<file path="src/rtl/extract_struct.sv">
// Splits a fixed-size struct off the head of a buffer AXI stream and forwards
// the remaining payload re-aligned to byte 0. Optional macro: EXTRACT_RUNT_DROP_EN.
module extract_struct #(
    parameter int BUF_DATA_WIDTH = 256,
    parameter int BUF_KEEP_WIDTH = BUF_DATA_WIDTH / 8,
    parameter int STRUCT_WIDTH   = 112
) (
    input  logic                      clk,
    input  logic                      rst,

    input  logic [BUF_DATA_WIDTH-1:0] s_inbuf_axis_tdata,
    input  logic [BUF_KEEP_WIDTH-1:0] s_inbuf_axis_tkeep,
    input  logic                      s_inbuf_axis_tvalid,
    output logic                      s_inbuf_axis_tready,
    input  logic                      s_inbuf_axis_tlast,

    output logic [STRUCT_WIDTH-1:0]   m_struct_axis_tdata,
    output logic                      m_struct_axis_tvalid,
    input  logic                      m_struct_axis_tready,

    output logic [BUF_DATA_WIDTH-1:0] m_outbuf_axis_tdata,
    output logic [BUF_KEEP_WIDTH-1:0] m_outbuf_axis_tkeep,
    output logic                      m_outbuf_axis_tvalid,
    input  logic                      m_outbuf_axis_tready,
    output logic                      m_outbuf_axis_tlast,

    output logic [15:0]               runt_drop_count
);

    localparam int N         = BUF_KEEP_WIDTH;
    localparam int S         = STRUCT_WIDTH / 8;
    localparam int SHIFT_IN  = 8 * S;
    localparam int SHIFT_RES = 8 * (N - S);
    localparam int CW        = $clog2(N + 1);
    localparam logic [CW-1:0] S_CNT = CW'(S);

    typedef enum logic [1:0] {
        HEAD,
        BODY,
        FLUSH
    } state_t;

    state_t state_q, state_d;

    // Output and residue registers
    logic [STRUCT_WIDTH-1:0]   st_data_q;
    logic                      st_valid_q;
    logic [BUF_DATA_WIDTH-1:0] ob_data_q;
    logic [BUF_KEEP_WIDTH-1:0] ob_keep_q;
    logic                      ob_valid_q;
    logic                      ob_last_q;
    // Residue is kept full-width so S = N needs no zero-width special case;
    // its upper S bytes are always zero.
    logic [BUF_DATA_WIDTH-1:0] res_data_q;
    logic [BUF_KEEP_WIDTH-1:0] res_keep_q;

    logic st_free, ob_free, in_ready, in_fire;
    logic load_struct, load_out, load_res;
    logic [BUF_DATA_WIDTH-1:0] ob_data_d;
    logic [BUF_KEEP_WIDTH-1:0] ob_keep_d;
    logic                      ob_last_d;
    logic [BUF_DATA_WIDTH-1:0] in_masked;
    logic [CW-1:0]             in_count;

    function automatic logic [CW-1:0] popcount(input logic [N-1:0] k);
        logic [CW-1:0] c;
        c = '0;
        for (int i = 0; i < N; i++) c = c + CW'(k[i]);
        return c;
    endfunction

    // Bytes outside tkeep are zeroed so the struct and re-aligned payload never
    // carry stale upstream data.
    always_comb begin
        for (int i = 0; i < N; i++) begin
            in_masked[8*i +: 8] = s_inbuf_axis_tkeep[i] ? s_inbuf_axis_tdata[8*i +: 8] : 8'h00;
        end
    end

    assign in_count = popcount(s_inbuf_axis_tkeep);
    assign st_free  = !st_valid_q || m_struct_axis_tready;
    assign ob_free  = !ob_valid_q || m_outbuf_axis_tready;

    // Ready depends only on state and output-slot status, never on tvalid.
    always_comb begin
        in_ready = 1'b0;
        case (state_q)
            HEAD:    in_ready = st_free && ob_free;
            BODY:    in_ready = ob_free;
            default: in_ready = 1'b0;
        endcase
        if (rst) in_ready = 1'b0;
    end

    assign in_fire             = s_inbuf_axis_tvalid && in_ready;
    assign s_inbuf_axis_tready = in_ready;

`ifdef EXTRACT_RUNT_DROP_EN
    logic drop_runt;
    logic runt;
    assign runt = s_inbuf_axis_tlast && (in_count < S_CNT);
`endif

    always_comb begin
        // NOTE: every variable gets a default before the case so no path leaves
        // it unassigned, which would otherwise infer a latch.
        state_d     = state_q;
        load_struct = 1'b0;
        load_out    = 1'b0;
        load_res    = 1'b0;
        ob_data_d   = '0;
        ob_keep_d   = '0;
        ob_last_d   = 1'b0;
`ifdef EXTRACT_RUNT_DROP_EN
        drop_runt   = 1'b0;
`endif
        case (state_q)
            HEAD: begin
                if (in_fire) begin
`ifdef EXTRACT_RUNT_DROP_EN
                    if (runt) begin
                        drop_runt = 1'b1;
                    end else
`endif
                    begin
                        load_struct = 1'b1;
                        if (s_inbuf_axis_tlast) begin
                            // Zero-keep last beat is still emitted so every packet
                            // produces a buffer beat with tlast.
                            load_out  = 1'b1;
                            ob_data_d = in_masked >> SHIFT_IN;
                            ob_keep_d = s_inbuf_axis_tkeep >> S;
                            ob_last_d = 1'b1;
                        end else begin
                            load_res = 1'b1;
                            state_d  = BODY;
                        end
                    end
                end
            end
            BODY: begin
                if (in_fire) begin
                    load_out  = 1'b1;
                    ob_data_d = res_data_q | (in_masked << SHIFT_RES);
                    ob_keep_d = res_keep_q | (s_inbuf_axis_tkeep << (N - S));
                    if (s_inbuf_axis_tlast) begin
                        if (in_count > S_CNT) begin
                            ob_last_d = 1'b0;
                            load_res  = 1'b1;
                            state_d   = FLUSH;
                        end else begin
                            ob_last_d = 1'b1;
                            state_d   = HEAD;
                        end
                    end else begin
                        load_res = 1'b1;
                    end
                end
            end
            FLUSH: begin
                if (ob_free) begin
                    load_out  = 1'b1;
                    ob_data_d = res_data_q;
                    ob_keep_d = res_keep_q;
                    ob_last_d = 1'b1;
                    state_d   = HEAD;
                end
            end
            default: state_d = HEAD;
        endcase
    end

    always_ff @(posedge clk) begin
        // NOTE: sequential state uses non-blocking assignments so every register
        // samples pre-edge values regardless of statement order.
        if (rst) state_q <= HEAD;
        else     state_q <= state_d;
    end

    // NOTE: data and keep registers are reset too, so outputs read as zero
    // during reset rather than holding whatever the last packet left.
    always_ff @(posedge clk) begin
        if (rst) begin
            st_data_q  <= '0;
            st_valid_q <= 1'b0;
        end else if (load_struct) begin
            st_data_q  <= in_masked[STRUCT_WIDTH-1:0];
            st_valid_q <= 1'b1;
        end else if (m_struct_axis_tready) begin
            st_valid_q <= 1'b0;
        end
    end

    always_ff @(posedge clk) begin
        if (rst) begin
            ob_data_q  <= '0;
            ob_keep_q  <= '0;
            ob_last_q  <= 1'b0;
            ob_valid_q <= 1'b0;
        end else if (load_out) begin
            ob_data_q  <= ob_data_d;
            ob_keep_q  <= ob_keep_d;
            ob_last_q  <= ob_last_d;
            ob_valid_q <= 1'b1;
        end else if (m_outbuf_axis_tready) begin
            ob_valid_q <= 1'b0;
        end
    end

    always_ff @(posedge clk) begin
        if (rst) begin
            res_data_q <= '0;
            res_keep_q <= '0;
        end else if (load_res) begin
            res_data_q <= in_masked >> SHIFT_IN;
            res_keep_q <= s_inbuf_axis_tkeep >> S;
        end
    end

`ifdef EXTRACT_RUNT_DROP_EN
    logic [15:0] runt_cnt_q;
    always_ff @(posedge clk) begin
        if (rst)                                    runt_cnt_q <= '0;
        else if (drop_runt && runt_cnt_q != 16'hFFFF) runt_cnt_q <= runt_cnt_q + 16'd1;
    end
    assign runt_drop_count = runt_cnt_q;
`else
    assign runt_drop_count = '0;
`endif

    assign m_struct_axis_tdata  = st_data_q;
    assign m_struct_axis_tvalid = st_valid_q;
    assign m_outbuf_axis_tdata  = ob_data_q;
    assign m_outbuf_axis_tkeep  = ob_keep_q;
    assign m_outbuf_axis_tvalid = ob_valid_q;
    assign m_outbuf_axis_tlast  = ob_last_q;

endmodule
</file>
<file path="config.mk">
export PLATFORM = sky130hd
export DESIGN_NAME = extract_struct
export DESIGN_NICKNAME = d
export VERILOG_FILES = /design/src/rtl/extract_struct.sv
export SDC_FILE = /design/constraint.sdc
export NUM_CORES = 1
export LEC_CHECK = 0
export BUFFER_PORTS_ARGS = -buffer_cell sky130_fd_sc_hd__buf_2
export CAP_MARGIN = 20
export CORE_AREA = 2 2 279 281
export DETAILED_ROUTE_END_ITERATION = 12
export DIE_AREA = 0 0 281 283
export HOLD_SLACK_MARGIN = 0.02
export PLACE_DENSITY = 0.51
export SLEW_MARGIN = 20
export SYNTH_ARGS = -nofsm -noshare
export SYNTH_HDL_FRONTEND = slang
export SYNTH_SLANG_ARGS = --single-unit
export TNS_END_PERCENT = 5
</file>
<file path="constraint.sdc">
create_clock -name clk -period 20.3 [get_ports clk]
set_input_delay 3.045 -clock clk [delete_from_list [all_inputs] [get_ports clk]]
set_output_delay 3.045 -clock clk [all_outputs]
set_load 0.005 [all_outputs]
</file>
==> Word level (Yosys, flattened, before mapping) <==
Cells that the tools add are included.
{ "classes": {"add_sub_neg": 31, "n_lt_le_gt_ge": 1, "n_eq_ne": 7, "n_mux": 71, "bitwise": 2, "n_reduce_logical": 10} }
{ "op_table": {"columns": ["cell", "count"], "rows": [
  ["case mux 256 bit (3 select lines)", 1],
  ["2-to-1 mux 144 bit", 3],
  ["2-to-1 mux 256 bit", 1],
  ["2-to-1 mux 8 bit", 32],
  ["OR 144 x 256 -> 256 bit", 1],
  ["adder 6 x 1 -> 6 bit", 26],
  ["case mux 32 bit (3 select lines)", 1],
  ["2-to-1 mux 18 bit", 3],
  ["2-to-1 mux 32 bit", 1],
  ["OR 18 x 32 -> 32 bit", 1],
  ["2-to-1 mux 1 bit", 18],
  ["2-to-1 mux 2 bit", 6],
  ["inequality test 2 bit, second input constant", 5],
  ["adder 5 x 1 -> 6 bit", 1],
  ["greater-than comparator 6 x 4 -> 1 bit, second input constant", 1],
  ["case mux 1 bit (3 select lines)", 2],
  ["case mux 2 bit (3 select lines)", 1],
  ["adder 4 x 1 -> 5 bit", 1],
  ["AND reduction 5 bit", 1],
  ["adder 3 x 1 -> 4 bit", 1],
  ["case mux 1 bit (2 select lines)", 2],
  ["nonzero test 2 bit", 2],
  ["adder 2 x 1 -> 3 bit", 1],
  ["adder 1 x 1 -> 2 bit", 1],
  ["6 further kinds", 9]
]} }
{ "totals": {"regBits": 567, "in_bits": 294, "out_inout_bits": 420, "word_cells": 131} }

==> Logic depth before layout (Yosys ltp) <==
{ "depth": {"word_depth": 36, "ltp_mapped": 21, "depth_no_buf": 16} }

==> Least setup slack after synthesis <==
No wires, ideal clock.
{ "synth_timing": {"path_kind": "input port to flip-flop", "start": "input port s_inbuf_axis_tkeep[23]", "end": "register res_keep_q[10]", "setup_ns": 0.121, "t_arrival_ns": 8.617, "t_required_ns": 20.179, "slack_ns": 11.562, "path_stages": 18, "path_buffers": 4, "cell_sequence": "clkbuf_1 > clkbuf_1 > inv_1 > fa_1 > fa_1 > fa_1 > fa_1 > fa_1 > fa_1 > inv_1 > ha_1 > fa_1 > nor3b_1 > o311a_1 > o41ai_2 > buf_4 > buf_4 > mux2_2"} }
{ "synth_between": {"elab_chain_len": 14} }
{ "synth_rtl": {"columns": ["item", "line", "source"], "rows": [
  ["start: declaration", "12", "input logic [BUF_KEEP_WIDTH-1:0] s_inbuf_axis_tkeep,"],
  ["adder 6 x 1 -> 6 bit (9 in series)", "68", "for (int i = 0; i < N; i++) c = c + CW'(k[i]);"],
  ["greater-than comparator 6 x 4 -> 1 bit", "147", "if (in_count > S_CNT) begin"],
  ["2-to-1 mux 1 bit", "147", null],
  ["2-to-1 mux 1 bit", "146", "if (s_inbuf_axis_tlast) begin"],
  ["2-to-1 mux 1 bit", "142", "if (in_fire) begin"],
  ["case mux 1 bit (2 select lines)", "117", "case (state_q)"],
  ["end signal: assignment", "216", "res_keep_q <= s_inbuf_axis_tkeep >> S;"],
  ["end: declaration", "55", "logic [BUF_KEEP_WIDTH-1:0] res_keep_q;"]
]} }
Every way passes these cells.
A chain may end at the register's enable or synchronous reset.

==> Worst setup path in the final report <==
Ends and elaborated chain as after synthesis.

==> impl_metrics.env <==
export IMPL_status="complete, no violations"
export IMPL_cts_sinks=567
export IMPL_fin_crit_ns=10.16
export IMPL_clk_pin_slew_worst_paths_ns=0.06
export IMPL_leakagePower_nw=12.8
export IMPL_hold_class="reg2reg"
export IMPL_area_growth_pct=27.6
export IMPL_drcViolationCount=0
export IMPL_netlist_top_cells_area="dfxtp_1, mux2i_1, a21oi_1, a32oi_1, nand2_1"
export IMPL_initial_utilization=0.300
export IMPL_htree_levels=3
export IMPL_rsz0062_at_grt="no"
export IMPL_ys_warn_count=0
export IMPL_fin_cells=4152
export IMPL_yosysTopAreaCellShare=0.493
export IMPL_grt_pass1_wl_mm=125
export IMPL_critPathKind="in2reg"
export IMPL_io_pins=714
export IMPL_numCtsBuffers=66
export IMPL_timing_final_crit_share=0.501
export IMPL_hold_violations=0
export IMPL_ys_ff_latch=567
export IMPL_die_x_um=281
export IMPL_synthesis_instances=2490
export IMPL_worst_slew_pin_slew_ns=1.05
export IMPL_drv_slew=0
export IMPL_r2r_cells=7
export IMPL_critPathLaunch="s_inbuf_axis_tkeep[23]"
export IMPL_fill_cells=7949
export IMPL_fp_row_count=102
export IMPL_synth_distinct_cells=42
export IMPL_cts_setup_buffers=0
export IMPL_yosysTopAreaCell="dfxtp_1"
export IMPL_vias_per_cell=4.94
export IMPL_finalSetupTns_ns=0
export IMPL_setup_viol=0
export IMPL_vias=20500
export IMPL_die_y_um=283
export IMPL_cts_resized=0
export IMPL_drive_above_1_share=0.277
export IMPL_crit_end="res_keep_q[10]"
export IMPL_seq_area_um2=11400
export IMPL_dieArea_um2=79500
export IMPL_portBuffers=697
export IMPL_fin_util=0.383
export IMPL_antenna_found_initial=36
export IMPL_syn_area_um2=23000
export IMPL_ctsRootBufferMaster="clkbuf_16"
export IMPL_grt_pass1_vias=19500
export IMPL_multi_input_area_um2=10500
export IMPL_grt_usage=0.204
export IMPL_start_kind="input port"
export IMPL_rrSetupSlack_ns=16.84
export IMPL_power_per_cell_area_nw_per_um2=102
export IMPL_routed_wl_mm=85.6
export IMPL_finalPower_mw=2.99
export IMPL_rr_startpoint="m_outbuf_axis_tvalid"
export IMPL_cp_required_ns=20.79
export IMPL_fin_nets=3367
export IMPL_grt_max_degree=199
export IMPL_clock_latency_ns=0.62
export IMPL_ant_nets=0
export IMPL_cts_tree="yes"
export IMPL_drt_iter0_drc=1333
export IMPL_endpoint_kind="flip-flop"
export IMPL_cp_max_fo=57
export IMPL_dp_cells=4014
export IMPL_worst_ir_drop_vdd_v=0.0000555
export IMPL_cp_arrival_ns=10.65
export IMPL_relSlewSlack=0.300
export IMPL_core_area_um2=76700
export IMPL_fmax_mhz=98.4
export IMPL_wire_per_inst_um=20.6
export IMPL_avgSynthCellArea_um2=9.25
export IMPL_timing_rr_end="res_keep_q[10]"
export IMPL_maxCapViolations=0
export IMPL_synth_seq_area_share=0.493
export IMPL_hold_buffers=0
export IMPL_grt_overflow=0
export IMPL_fin_skew_ns=0.0236
export IMPL_place_gp_congestion=0.850
export IMPL_hpwl_mm=59.0
export IMPL_dr_pass1_iters=5
export IMPL_cts_buffer_depth=3
-- per-stage QoR --
step	worst slack (ns)	hold slack, ns	cell area (um2)
6_report	10.14	0.445	29400
2_1_floorplan	11.56	0.424	23100
3_5_place_dp	9.36	0.441	27000
3_3_place_gp	9.41	0.435	27000
5_1_grt	9.77	0.458	29400
4_1_cts	10.01	0.448	29300
-- kinds of logic (layout without fill, tap and decap cells) --
logic type,after synthesis,after routing,synth area share
flops,567,567,0.493
simple gates,873,873,0.191
xor+xnor,1,1,0.000380
fa+ha+maj,31,31,0.0247
compound gates,560,560,0.163
buf+inv,295,883,0.0566
other cells,1,35,0.000163
mux,162,162,0.0711
-- worst min-delay path by stage --
stage          slack, ns                     start                        to  cells after the start
2_1_floorplan       0.42                state_q[1]                state_q[0]                      1
3_3_place_gp        0.44  m_struct_axis_tdata[110]  m_struct_axis_tdata[110]                      2
3_5_place_dp        0.44                state_q[1]                state_q[0]                      1
4_1_cts             0.45   m_struct_axis_tdata[55]   m_struct_axis_tdata[55]                      2
5_1_grt             0.46   m_struct_axis_tdata[90]   m_struct_axis_tdata[90]                      2
6_report            0.45   m_struct_axis_tdata[55]   m_struct_axis_tdata[55]                      2
-- sequential cells by signal (all words and copies together) (netlist names) --
name,flops
m_outbuf_axis_tdata,256
m_outbuf_axis_tkeep,32
m_outbuf_axis_tlast,1
m_outbuf_axis_tvalid,1
m_struct_axis_tdata,112
m_struct_axis_tvalid,1
res_data_q,144
res_keep_q,18
state_q,2
-- area by class of cell --
| class | count | area share |
|---|---|---|
| flip-flops and latches | 567 | 0.386 |
| multi-input cells | 1643 | 0.357 |
| repair buffers | 719 | 0.126 |
| clock buffers | 94 | 0.0663 |
| well taps | 1040 | 0.0443 |
| clock inverters | 25 | 0.0132 |
| inverters | 45 | 0.00575 |
| diodes | 19 | 0.00162 |
-- power breakdown --
part           internal, mW  leakage [nW]  switching (mW)
combinational         0.212          7.06           0.327
clock                 0.755          1.14           0.508
sequential             1.17          4.58          0.0275
total                  2.13          12.8           0.863
-- layout by cell type (no fill, tap or decap), drive strengths merged, types with 14 or more instances in the layout --
master,count
nor2b,20
clkinv,16
a22oi,112
nor2,153
nand3,115
conb,16
a222oi,18
diode,19
fa,24
nor3,14
clkbuf,94
a21oi,277
nand2,287
mux2i,150
nand3b,113
nand2b,160
inv,46
dfxtp,567
a32oi,144
buf,719
-- worst max-delay path, stage by stage --
cell and delay [ns]:
buf_2 0.31, inv_1 0.13, fa_1 0.62, fa_1 0.46, fa_1 0.47, fa_1 0.54
fa_1 0.43, fa_1 0.50, inv_1 0.04, ha_1 0.21, fa_1 0.50, nor3b_1 0.17
o311a_1 0.35, o41ai_4 0.64, buf_4 0.79, buf_4 0.91, mux2_2 0.41
-- cell usage after synthesis --
cell type	count
and4b_1	1
nor2_1	153
o41ai_2	1
or4_1	1
mux2_2	12
a21o_1	1
mux2i_1	150
buf_1	5
o22a_1	1
and3_1	2
o32ai_1	1
a222oi_1	18
nor3b_1	1
nand3b_1	113
and4_1	2
xnor2_1	1
nor3_2	10
dfxtp_1	567
o211a_1	1
a211oi_2	1
nand3_1	115
nand2_1	287
buf_6	9
nor3_1	4
ha_1	7
a221oi_1	1
inv_1	45
a22oi_1	112
buf_4	25
buf_2	28
conb_1	1
a31oi_1	1
nor4b_1	1
nor4_1	1
and2_1	2
nand2b_1	160
a32oi_1	144
nor2b_1	20
a21oi_1	277
clkbuf_1	183
o311a_1	1
fa_1	24
-- routing by layer --
layer | vias to the layer above | global-route usage | routed length (um) | share of wire
met5 | - | 0 | 143 | 0.0017
met4 | 24 | 0.0920 | 3000 | 0.035
met3 | 163 | 0.0557 | 6090 | 0.071
met2 | 644 | 0.323 | 40100 | 0.47
met1 | 9817 | 0.257 | 36300 | 0.42
li1 | 9876 | - | - | -
(Power assumes the default switching activity.)
